$ cat config.mk
export PLATFORM = sky130hd
export DESIGN_NAME = li_fifo_drain_flat
export DESIGN_NICKNAME = d
export VERILOG_FILES = /design/src/rtl/li_shell_pkg.sv /design/src/rtl/li_fifo_drain_if.sv /design/src/rtl/li_reg_buf.sv /design/src/rtl/li_fifo_drain.sv /design/src/flat_wrapper.sv
export SDC_FILE = /design/constraint.sdc
export NUM_CORES = 1
export LEC_CHECK = 0
export CAP_MARGIN = 20
export CORE_ASPECT_RATIO = 0.75
export CORE_MARGIN = 3
export CORE_UTILIZATION = 55
export DETAILED_ROUTE_END_ITERATION = 6
export GPL_TIMING_DRIVEN = 0
export HOLD_SLACK_MARGIN = 0.02
export PLACE_DENSITY = 0.81
export SETUP_SLACK_MARGIN = 0.4
export SYNTH_ARGS = -nofsm -noshare
export SYNTH_HDL_FRONTEND = slang
export SYNTH_SLANG_ARGS = --single-unit
$ cat constraint.sdc
create_clock -name clock -period 3.8 [get_ports clock]
set_input_delay 0.57 -clock clock [delete_from_list [all_inputs] [get_ports clock]]
set_output_delay 0.57 -clock clock [all_outputs]
set_load 0.05 [all_outputs]
$ cat src/rtl/li_shell_pkg.sv
// Shared constants and types for the shell's FIFO-side pipeline blocks.
// Holds default read latency/buffer depth and the minimum full-rate buffer depth.
package li_shell_pkg;

  localparam int LI_DEFAULT_RD_LATENCY = 2;
  localparam int LI_DEFAULT_BUF_DEPTH  = 4;

  localparam logic [31:0] LI_STAT_MAX = 32'hFFFF_FFFF;

  typedef struct packed {
    logic [31:0] xfer_count;
    logic [31:0] stall_count;
  } li_drain_stats_t;

  // Smallest buffer that hides the read latency and still sustains one word per cycle.
  function automatic int li_min_buf_depth(input int rd_latency);
    return rd_latency + 1;
  endfunction

endpackage

$ cat src/rtl/li_fifo_drain_if.sv
// FIFO-side and stream-side signals of li_fifo_drain, named from the drain's viewpoint.
// slave = the drain itself, master = whatever surrounds it (FIFO wrapper + next stage).
interface li_fifo_drain_if #(
  parameter int DATA_WIDTH = 32
);

  logic                         i_fifo_empty;
  logic [DATA_WIDTH-1:0]        i_fifo_data;
  logic                         o_fifo_deq;
  logic                         o_valid;
  logic signed [DATA_WIDTH-1:0] o_data;
  logic                         i_ready;

  modport slave (
    input  i_fifo_empty,
    input  i_fifo_data,
    input  i_ready,
    output o_fifo_deq,
    output o_valid,
    output o_data
  );

  modport master (
    output i_fifo_empty,
    output i_fifo_data,
    output i_ready,
    input  o_fifo_deq,
    input  o_valid,
    input  o_data
  );

endinterface

$ cat src/rtl/li_reg_buf.sv
// Small register FIFO with a registered head word; DEPTH must be a power of two.
// head reads as zero whenever the buffer is empty.
module li_reg_buf
  import li_shell_pkg::*;
#(
  parameter int DATA_WIDTH = 32,
  parameter int DEPTH      = LI_DEFAULT_BUF_DEPTH
) (
  input  logic                         clock,
  input  logic                         reset,
  input  logic                         push,
  input  logic [DATA_WIDTH-1:0]        push_data,
  input  logic                         pop,
  output logic [$clog2(DEPTH+1)-1:0]   count,
  output logic                         full,
  output logic                         empty,
  output logic [DATA_WIDTH-1:0]        head
);

  localparam int PTR_W = $clog2(DEPTH);
  localparam int CNT_W = $clog2(DEPTH + 1);

  logic [DATA_WIDTH-1:0] mem [DEPTH];
  logic [PTR_W-1:0]      wr_ptr;
  logic [PTR_W-1:0]      rd_ptr;
  logic [PTR_W-1:0]      rd_ptr_next;
  logic [CNT_W-1:0]      count_next;
  logic [DATA_WIDTH-1:0] head_next;
  logic                  do_push;
  logic                  do_pop;

  assign full    = (count == CNT_W'(DEPTH));
  assign empty   = (count == '0);
  assign do_pop  = pop && !empty;
  assign do_push = push && (!full || do_pop);

  always_comb begin
    rd_ptr_next = rd_ptr;
    count_next  = count;
    head_next   = '0;

    if (do_pop) rd_ptr_next = rd_ptr + 1'b1;

    case ({do_push, do_pop})
      2'b10:   count_next = count + 1'b1;
      2'b01:   count_next = count - 1'b1;
      default: count_next = count;
    endcase

    // The word being written this cycle becomes head when it lands in the next read slot.
    if (count_next == '0)                       head_next = '0;
    else if (do_push && (rd_ptr_next == wr_ptr)) head_next = push_data;
    else                                         head_next = mem[rd_ptr_next];
  end

  always_ff @(posedge clock) begin
    if (reset) begin
      wr_ptr <= '0;
      rd_ptr <= '0;
      count  <= '0;
      head   <= '0;
    end else begin
      if (do_push) wr_ptr <= wr_ptr + 1'b1;
      rd_ptr <= rd_ptr_next;
      count  <= count_next;
      head   <= head_next;
    end
  end

  // NOTE: the storage array is deliberately not reset; count and the head register decide what is visible.
  always_ff @(posedge clock) begin
    if (do_push) mem[wr_ptr] <= push_data;
  end

endmodule

$ cat src/rtl/li_fifo_drain.sv
// Turns a non-showahead fixed-latency FIFO read port into a valid/ready stream using read credits.
// Optional statistics counters are built only when LI_DRAIN_STATS_EN is defined.
module li_fifo_drain
  import li_shell_pkg::*;
#(
  parameter int DATA_WIDTH = 32,
  parameter int RD_LATENCY = LI_DEFAULT_RD_LATENCY,
  parameter int BUF_DEPTH  = LI_DEFAULT_BUF_DEPTH
) (
  input  logic              clock,
  input  logic              reset,
  li_fifo_drain_if.slave    bus
`ifdef LI_DRAIN_STATS_EN
  ,
  output logic [31:0]       o_xfer_count,
  output logic [31:0]       o_stall_count
`endif
);

  localparam int CNT_W     = $clog2(BUF_DEPTH + 1);
  localparam int SUM_W     = CNT_W + 1;
  localparam int MIN_DEPTH = li_min_buf_depth(RD_LATENCY);

  logic [RD_LATENCY-1:0] rd_track;
  logic [CNT_W-1:0]      occ;
  logic [CNT_W-1:0]      inflight;
  logic [SUM_W-1:0]      credit_sum;
  logic                  land;
  logic                  pop;
  logic                  deq;
  logic                  buf_full;
  logic                  buf_empty;
  logic [DATA_WIDTH-1:0] head;

  assign land = rd_track[RD_LATENCY-1];
  assign pop  = bus.o_valid && bus.i_ready;

  // NOTE: every always_comb output is given a default before any branch so no latch is inferred.
  always_comb begin
    inflight = '0;
    for (int i = 0; i < RD_LATENCY; i++) inflight = inflight + CNT_W'(rd_track[i]);
  end

  // Words already buffered plus words still on their way must leave room for one more.
  assign credit_sum = {1'b0, occ} + {1'b0, inflight} - SUM_W'(pop);
  assign deq        = !reset && !bus.i_fifo_empty && (credit_sum < SUM_W'(BUF_DEPTH));

  assign bus.o_fifo_deq = deq;

  // NOTE: sequential state uses non-blocking assignments so every flop samples pre-edge values.
  always_ff @(posedge clock) begin
    if (reset) begin
      rd_track <= '0;
    end else begin
      rd_track[0] <= deq;
      for (int i = 1; i < RD_LATENCY; i++) rd_track[i] <= rd_track[i-1];
    end
  end

  li_reg_buf #(
    .DATA_WIDTH (DATA_WIDTH),
    .DEPTH      (BUF_DEPTH)
  ) u_buf (
    .clock     (clock),
    .reset     (reset),
    .push      (land),
    .push_data (bus.i_fifo_data),
    .pop       (pop),
    .count     (occ),
    .full      (buf_full),
    .empty     (buf_empty),
    .head      (head)
  );

  assign bus.o_valid = !buf_empty;
  assign bus.o_data  = head;

  a_no_overflow: assert property (@(posedge clock) disable iff (reset)
    !(land && buf_full && !pop));

  a_depth_cfg: assert property (@(posedge clock)
    (BUF_DEPTH >= MIN_DEPTH) && (RD_LATENCY >= 1) && (RD_LATENCY <= 4));

`ifdef LI_DRAIN_STATS_EN
  li_drain_stats_t stats;

  always_ff @(posedge clock) begin
    if (reset) begin
      stats <= '0;
    end else begin
      if (pop && (stats.xfer_count != LI_STAT_MAX))
        stats.xfer_count <= stats.xfer_count + 32'd1;
      if (bus.o_valid && !bus.i_ready && (stats.stall_count != LI_STAT_MAX))
        stats.stall_count <= stats.stall_count + 32'd1;
    end
  end

  assign o_xfer_count  = stats.xfer_count;
  assign o_stall_count = stats.stall_count;
`endif

endmodule

$ cat src/flat_wrapper.sv
// flat-port wrapper written by rule: the top's interface ports become plain ports
module li_fifo_drain_flat import li_shell_pkg::*;
#(
  parameter int DATA_WIDTH = 32,
  parameter int RD_LATENCY = LI_DEFAULT_RD_LATENCY,
  parameter int BUF_DEPTH  = LI_DEFAULT_BUF_DEPTH
)
  (clock, reset, bus_i_fifo_empty, bus_i_fifo_data, bus_i_ready, bus_o_fifo_deq, bus_o_valid, bus_o_data);
  li_fifo_drain_if #(.DATA_WIDTH(DATA_WIDTH)) bus_i ();
  input  logic clock;
  input  logic reset;
  input wire logic [$bits(bus_i.i_fifo_empty)-1:0] bus_i_fifo_empty;
  input wire logic [$bits(bus_i.i_fifo_data)-1:0] bus_i_fifo_data;
  input wire logic [$bits(bus_i.i_ready)-1:0] bus_i_ready;
  output wire logic [$bits(bus_i.o_fifo_deq)-1:0] bus_o_fifo_deq;
  output wire logic [$bits(bus_i.o_valid)-1:0] bus_o_valid;
  output wire logic [$bits(bus_i.o_data)-1:0] bus_o_data;
  assign bus_i.i_fifo_empty = bus_i_fifo_empty;
  assign bus_i.i_fifo_data = bus_i_fifo_data;
  assign bus_i.i_ready = bus_i_ready;
  assign bus_o_fifo_deq = bus_i.o_fifo_deq;
  assign bus_o_valid = bus_i.o_valid;
  assign bus_o_data = bus_i.o_data;
  li_fifo_drain #(.DATA_WIDTH(DATA_WIDTH), .RD_LATENCY(RD_LATENCY), .BUF_DEPTH(BUF_DEPTH)) u_core (.clock(clock), .reset(reset), .bus(bus_i));
endmodule
# [After elaboration in Yosys (flattened, before gate mapping)]
# Memories as Yosys holds them, arrays and structs flattened. A register that Yosys moved wholly into a read port is not among the register bits.
# Index checks and enable logic that the tools add are counted.
[totals] word_cells=33 n_memories=1 output_inout_bits=34 ramBits=128 input_bits=36 register_bits=9
[memory_table] memory="u_core.u_buf.mem" depth=4 width=32 rd=1 rd_ports_with_merged_regs=1 wr=1 line="li_reg_buf.sv:23" text="logic [DATA_WIDTH-1:0] mem [DEPTH];"
[op_classes] muxes=4 addsub=7 reduce_logical=13 order_cmp=1 eq_ne=3
[ops] operator="$logic_not 3->1" n=2
[ops] operator="$pmux 3 s2" n=1
[ops] operator="$logic_and 1x1->1" n=5
[ops] operator="$add 2x1->2 const B" n=2
[ops] operator="$add 3x3->4" n=1
[ops] operator="$logic_not 1->1" n=4
[ops] operator="$lt 4x3->1 const B" n=1
[ops] operator="$sub 4x1->4" n=1
[ops] operator="$add 3x1->3 const B" n=1
[ops] operator="$eq 3x3->1 const B" n=1
[ops] operator="$sub 3x1->3 const B" n=1
[ops] operator="$add 1x1->2" n=1
[ops] operator="$eq 2x1->1 const B" n=1
[ops] operator="$eq 2x2->1 const B" n=1
[ops] operator="$mux 1" n=2
[ops] operator="$mux 2" n=1
[ops] operator="$reduce_or 2->1" n=1
[ops] operator="$logic_or 1x1->1" n=1

# [Depth between registers and ports, before layout]
[depth] ltp_word=10 ltp_mapped=13 ltp_nobuf=9

# [Modules after synthesis]
# Synthesis repeated with hierarchy kept, for this count alone.
[hier_totals] cells_unflattened=715 area_unflattened_um2=8126.5
[by_module_without_submodules] mod="li_reg_buf" area_per_inst_um2=7932.6 cells_each=691 seq_area_each_um2=4624.4 n_inst=1
[by_module_without_submodules] mod="li_fifo_drain" area_per_inst_um2=193.9 cells_each=24 seq_area_each_um2=40.0 n_inst=1

# [Worst setup path after synthesis]
# OpenSTA, ideal clock, no wires.
[synth_timing] path_type="input port to output port" startpoint="input bus_i_ready" endpoint="output bus_o_fifo_deq" path_stages=13 t_arrival_ns=3.721 slack_ns=-0.491 path_buffers=4 required_time_ns=3.230 cell_sequence="buf_4 -> o31ai_4 -> inv_2 -> buf_2 -> buf_2 -> clkbuf_1 -> ha_1 -> inv_1 -> ha_1 -> a311oi_1 -> nand2_1 -> a21o_1 -> a211oi_1"
[synth_between] elab_chain_cells=4
[synth_lines] item="start, declared" line="flat_wrapper.sv:14" text="input wire logic [$bits(bus_i.i_ready)-1:0] bus_i_ready;"
[synth_lines] item="$logic_and 1x1->1" line="li_fifo_drain.sv:36" text="assign pop = bus.o_valid && bus.i_ready;"
[synth_lines] item="$sub 4x1->4" line="li_fifo_drain.sv:45" text="assign credit_sum = {1'b0, occ} + {1'b0, inflight} - SUM_W'(pop);"
[synth_lines] item="$lt 4x3->1" line="li_fifo_drain.sv:46" text="assign deq = !reset && !bus.i_fifo_empty && (credit_sum < SUM_W'(BUF_DEPTH));"
[synth_lines] item="$logic_and 1x1->1" line="li_fifo_drain.sv:46"
[synth_lines] item="end, declared" line="flat_wrapper.sv:15" text="output wire logic [$bits(bus_i.o_fifo_deq)-1:0] bus_o_fifo_deq;"
# Every way passes these cells.

# [Worst setup path after layout]
[layout_timing] startpoint="register u_core.u_buf.count[2]" endpoint="register u_core.u_buf.head[29] (read register of u_core.u_buf.mem)"
[layout_between] elab_chain_cells=10 elab_cells_between_ends=16 classes_between="add/sub (2); eq/ne (3); mux (2); reduce/logical (9)"
[layout_lines] item="start, declared" line="li_reg_buf.sv:14" text="output logic [$clog2(DEPTH+1)-1:0] count,"
[layout_lines] item="start signal, assigned" line="li_reg_buf.sv:65" text="count <= count_next;"
[layout_lines] item="$logic_not 3->1" line="li_reg_buf.sv:33" text="assign empty = (count == '0);"
[layout_lines] item="$logic_not 1->1" line="li_reg_buf.sv:34, li_fifo_drain.sv:75"
[layout_lines] item="$logic_and 1x1->1" line="li_fifo_drain.sv:36"
[layout_lines] item="$logic_and 1x1->1" line="li_reg_buf.sv:34" text="assign do_pop = pop && !empty;"
[layout_lines] item="$logic_or 1x1->1" line="li_reg_buf.sv:35" text="assign do_push = push && (!full || do_pop);"
[layout_lines] item="$logic_and 1x1->1" line="li_reg_buf.sv:35"
[layout_lines] item="$eq 2x1->1 / $eq 2x2->1 (equally long branches)" line="li_reg_buf.sv:44" text="case ({do_push, do_pop})"
[layout_lines] item="$pmux 3 s2" line="li_reg_buf.sv:44"
[layout_lines] item="$logic_not 3->1" line="li_reg_buf.sv:51" text="if (count_next == '0) head_next = '0;"
[layout_lines] item="$reduce_or 2->1 (no source line)"
[layout_lines] item="end, declared" line="li_reg_buf.sv:17" text="output logic [DATA_WIDTH-1:0] head"
# Parallel ways exist; a longest one is shown, timed or not.
# A chain may end at the register's enable or synchronous reset.

==> results by group <==
Layout
  • Reg area: 4667 um2
  • Nets: 840
  • Fin cells: 1007
  • Footprint of the multi-input gates: 3450 um2
  • Fillers: 983
  • Antenna Cells: 0
  • Share of layout cells above drive strength 1: 14.87%
  • Area growth, synth to finish: 24.25%

Setup path
  • Crit. End Element: flip-flop
  • Critical Path End: u_core.u_buf.head[29]
  • R2r worst-path depth: 21
  • CP Data Arrival Time: 3.87 ns
  • Crit path cell chain: buf_6 -> o31ai_4 -> inv_2 -> buf_4 -> buf_6 -> buf_4 -> buf_6 -> buf_6 -> buf_4 -> buf_6 -> buf_6 -> buf_6 -> buf_6 -> buf_6 -> buf_6 -> buf_6 -> or4_4 -> o211a_4 -> clkbuf_16 -> buf_12 -> o311a_4
  • CP peak stage delay: 0.42 ns
  • Crit path from: u_core.u_buf.count[2]
  • CP Max Fanout: 5
  • CP required: 4.12 ns
  • Startpoint types: flip-flop
  • Critical-path top delay cell: or4_4
  • Worst flop-to-flop path endpoint: u_core.u_buf.head[29]
  • Crit-path most repeated cell: buf_6
  • Worst r2r src: u_core.u_buf.count[2]
  • Setup CP Type: reg -> reg
  • Flop-to-flop setup slack: 0.26 ns

Floorplanning
  • Die height: 113.1 um
  • Initial Util: 57.10%
  • Num rows: 38
  • Die area: 16840 um2
  • Die Wd: 148.8 um
  • Num ports: 70
  • CORE AREA: 14740 um2

Timing
  • Worst-margin pin slew: 0.9789 ns
  • Min setup slack post-route: 0.2551 ns
  • Fin. max-slew vios: 0
  • Crit share post-route: 93.29%
  • Final Hold Viols: 0
  • Slew HR: 34.74%
  • Highest Clock Rate: 282.1 MHz
  • Sum of negative setup slack: 0 ns
  • RSZ-0062 raised after global routing: true
  • Clk_skew: 0.008384 ns
  • Post-route minimum period: 3.545 ns
  • Final setup fails: 0

Clocking
  • Post-CTS Hold Buffers: 0
  • TritonCTS clock tree: built
  • Clk root buf: clkbuf_16
  • Skew-Pair Late Insertion Delay: 0.44 ns
  • Clock Tree Buf Depth: 2
  • Total CTS buffers: 17
  • Clock tree sinks: 169
  • H-tree depth: 4
  • Clk pin slew, worst setup/hold paths: 0.07 ns

Yosys
  • Top-area cell type share of the netlist area: 45.67%
  • Syn nets: 727
  • Sequential fraction of the synthesis area: 55.43%
  • Largest area contributor in the synthesized netlist: edfxtp_1
  • Syn_area_per_cell: 12.36 um2
  • Post-synth EDFFs: 128
  • Most used flip-flop cell after synthesis: edfxtp_1
  • Synth area leaders: edfxtp_1, dfxtp_1, nor3b_1, o211ai_2, mux2i_1
  • Unique cell type count in the Yosys netlist: 49
  • Yosys reg bits: 169
  • Synth warn: 0
  • Post-Synthesis Cells: 681
  • Ys async rst share: 0%
  • Synthesized cell area: 8416 um2

Global routing
  • Global-route wire length before repair: 35670 um
  • Grt total ovfl: 0
  • Largest net degree at the start of global routing: 33
  • Number of global-route vias before repair: 6652
  • Initial antenna violation count: 0
  • GRT Total Usage: 27.18%

Detailed routing
  • M1 WL: 9395 um
  • # DRC: 0
  • TritonRoute pass-1 iters: 6
  • Routed wl met3: 2909 um
  • Routed Antenna Nets: 0
  • WL final: 23820 um
  • DR vias/cell: 6.797
  • Detailed Route Iter0 Violations: 1193
  • WL met2: 10990 um
  • Vias: 6845
  • Max layer used: met4
  • Routed wire per std cell: 23.65 um

Min path
  • WHS Path Cells: 1
  • Hold crit path type: reg -> reg
  • HP Start: u_core.rd_track[0]

Placed design
  • # port buffers: 67
  • Placed cell count: 948
  • RePlAce Congestion: 0.8852
  • Detailed Place HPWL: 14300 um
  • Setup slack at placement: -0.3234 ns

Job
  • Max Cap Violations: 0

Power
  • P per Cell Area: 453.3 nW/um2
  • Static Leak: 3.553 nW
  • VDD IR max: 0.3936 mV

Status
  • Outcome: complete, no violations
[critical path: cells and delay by family (launching register included)]
family,cells,cell delay [ns]
DFF,1,0.32
buffers and inverters,17,1.92
AOI/OAI and AO/OA,3,0.76
and+or+nand+nor,1,0.42
[layout by cell type, fill, tap and decap left out, types with 24 or more instances in the layout]
| cell | n |
|---|---|
| edfxtp_1 | 128 |
| clkdlybuf4s50_1 | 66 |
| nor3b_1 | 65 |
| clkbuf_1 | 57 |
| dfxtp_1 | 39 |
| o21ai_0 | 35 |
| and3_1 | 33 |
| mux2i_1 | 33 |
| nor3_1 | 32 |
| nor4b_1 | 32 |
| and4b_1 | 32 |
| nor4_1 | 32 |
| o311a_1 | 30 |
| o211ai_2 | 26 |
| clkbuf_16 | 24 |
[cells in the mapped netlist, types with 5 or more instances]
cell type	n
and4b_1	32
and3_1	33
nor4_1	32
nor3b_1	65
buf_2	9
and2_1	6
inv_1	12
buf_6	5
nand2_1	7
edfxtp_1	128
buf_1	7
dfxtp_1	41
o311a_1	32
ha_1	9
nor3_1	32
mux2i_1	33
nor4b_1	32
clkbuf_1	58
o211ai_2	28
o21ai_0	35
[metrics by stage]
| step | hold slack [ns] | util [%] | total power [W] | cell area, um2 |
|---|---|---|---|---|
| 2_1_floorplan | 0.4422 | - | 0.002646 | 8461 |
| 3_3_place_gp | 0.4552 | 63.65 | 0.002897 | 9382 |
| 3_5_place_dp | 0.4817 | 63.68 | 0.002919 | 9387 |
| 4_1_cts | 0.4921 | 68.68 | 0.004549 | 10120 |
| 5_1_grt | 0.5087 | 70.94 | 0.004875 | 10460 |
| 6_report | 0.4876 | 70.94 | 0.004739 | 10460 |
[report_power, final]
group	internal, W	switching (W)	total [W]
Clock	0.000903	0.000731	0.00163
Sequential	0.00204	0.0000197	0.00206
Combinational	0.000437	0.000609	0.00105
[worst min path at each step]
| stage | slack [ns] | end |
|---|---|---|
| 5_1_grt | 0.51 | u_core.rd_track[1] |
| 3_5_place_dp | 0.48 | u_core.rd_track[1] |
| 2_1_floorplan | 0.44 | u_core.rd_track[1] |
| 6_report | 0.49 | u_core.rd_track[1] |
| 3_3_place_gp | 0.46 | u_core.rd_track[1] |
| 4_1_cts | 0.49 | u_core.rd_track[1] |
[layout make-up]
class | count | share of cell area (%)
sequential | 169 | 44.63
multi-input combinational | 419 | 32.99
timing repair buffer | 94 | 9.764
buffer | 80 | 4.463
clock buffer | 18 | 4.104
tap | 200 | 2.393
clock inverter | 14 | 1.185
inverter | 13 | 0.4667
[state kept, by name (all words and copies together) (netlist names)]
register / flops
u_core.u_buf.wr_ptr: 2
u_core.u_buf.rd_ptr: 2
u_core.u_buf.count: 3
u_core.u_buf.mem: 128
u_core.rd_track: 2
u_core.u_buf.head: 32
[metal layers]
metal | vias to the layer above | track usage [%]
met4 | 0 | 10.00
li1 | 2947 | -
met1 | 3265 | 36.64
met3 | 74 | 7.166
met5 | - | 0
met2 | 559 | 42.83
[what timing repair did]
action	CTS	global route
buffers inserted	17	3
pin swaps	5	3
resized for setup	19	35
gates cloned	0	7
setup endpoints to repair	1	33
[logic make-up (layout without fill, tap and decap cells)]
family | Yosys count | in the layout | share of synthesized area, %
AO/OA/AOI/OAI | 118 | 118 | 12.34
XOR/XNOR | 6 | 6 | 0.6244
adder cells (fa/ha/maj) | 10 | 10 | 1.576
buffers and inverters | 93 | 219 | 4.772
flip-flops | 169 | 169 | 55.43
multiplexers | 33 | 33 | 3.925
AND/OR/NAND/NOR | 252 | 252 | 21.34
Note: power is estimated with default switching activity, not from simulation.
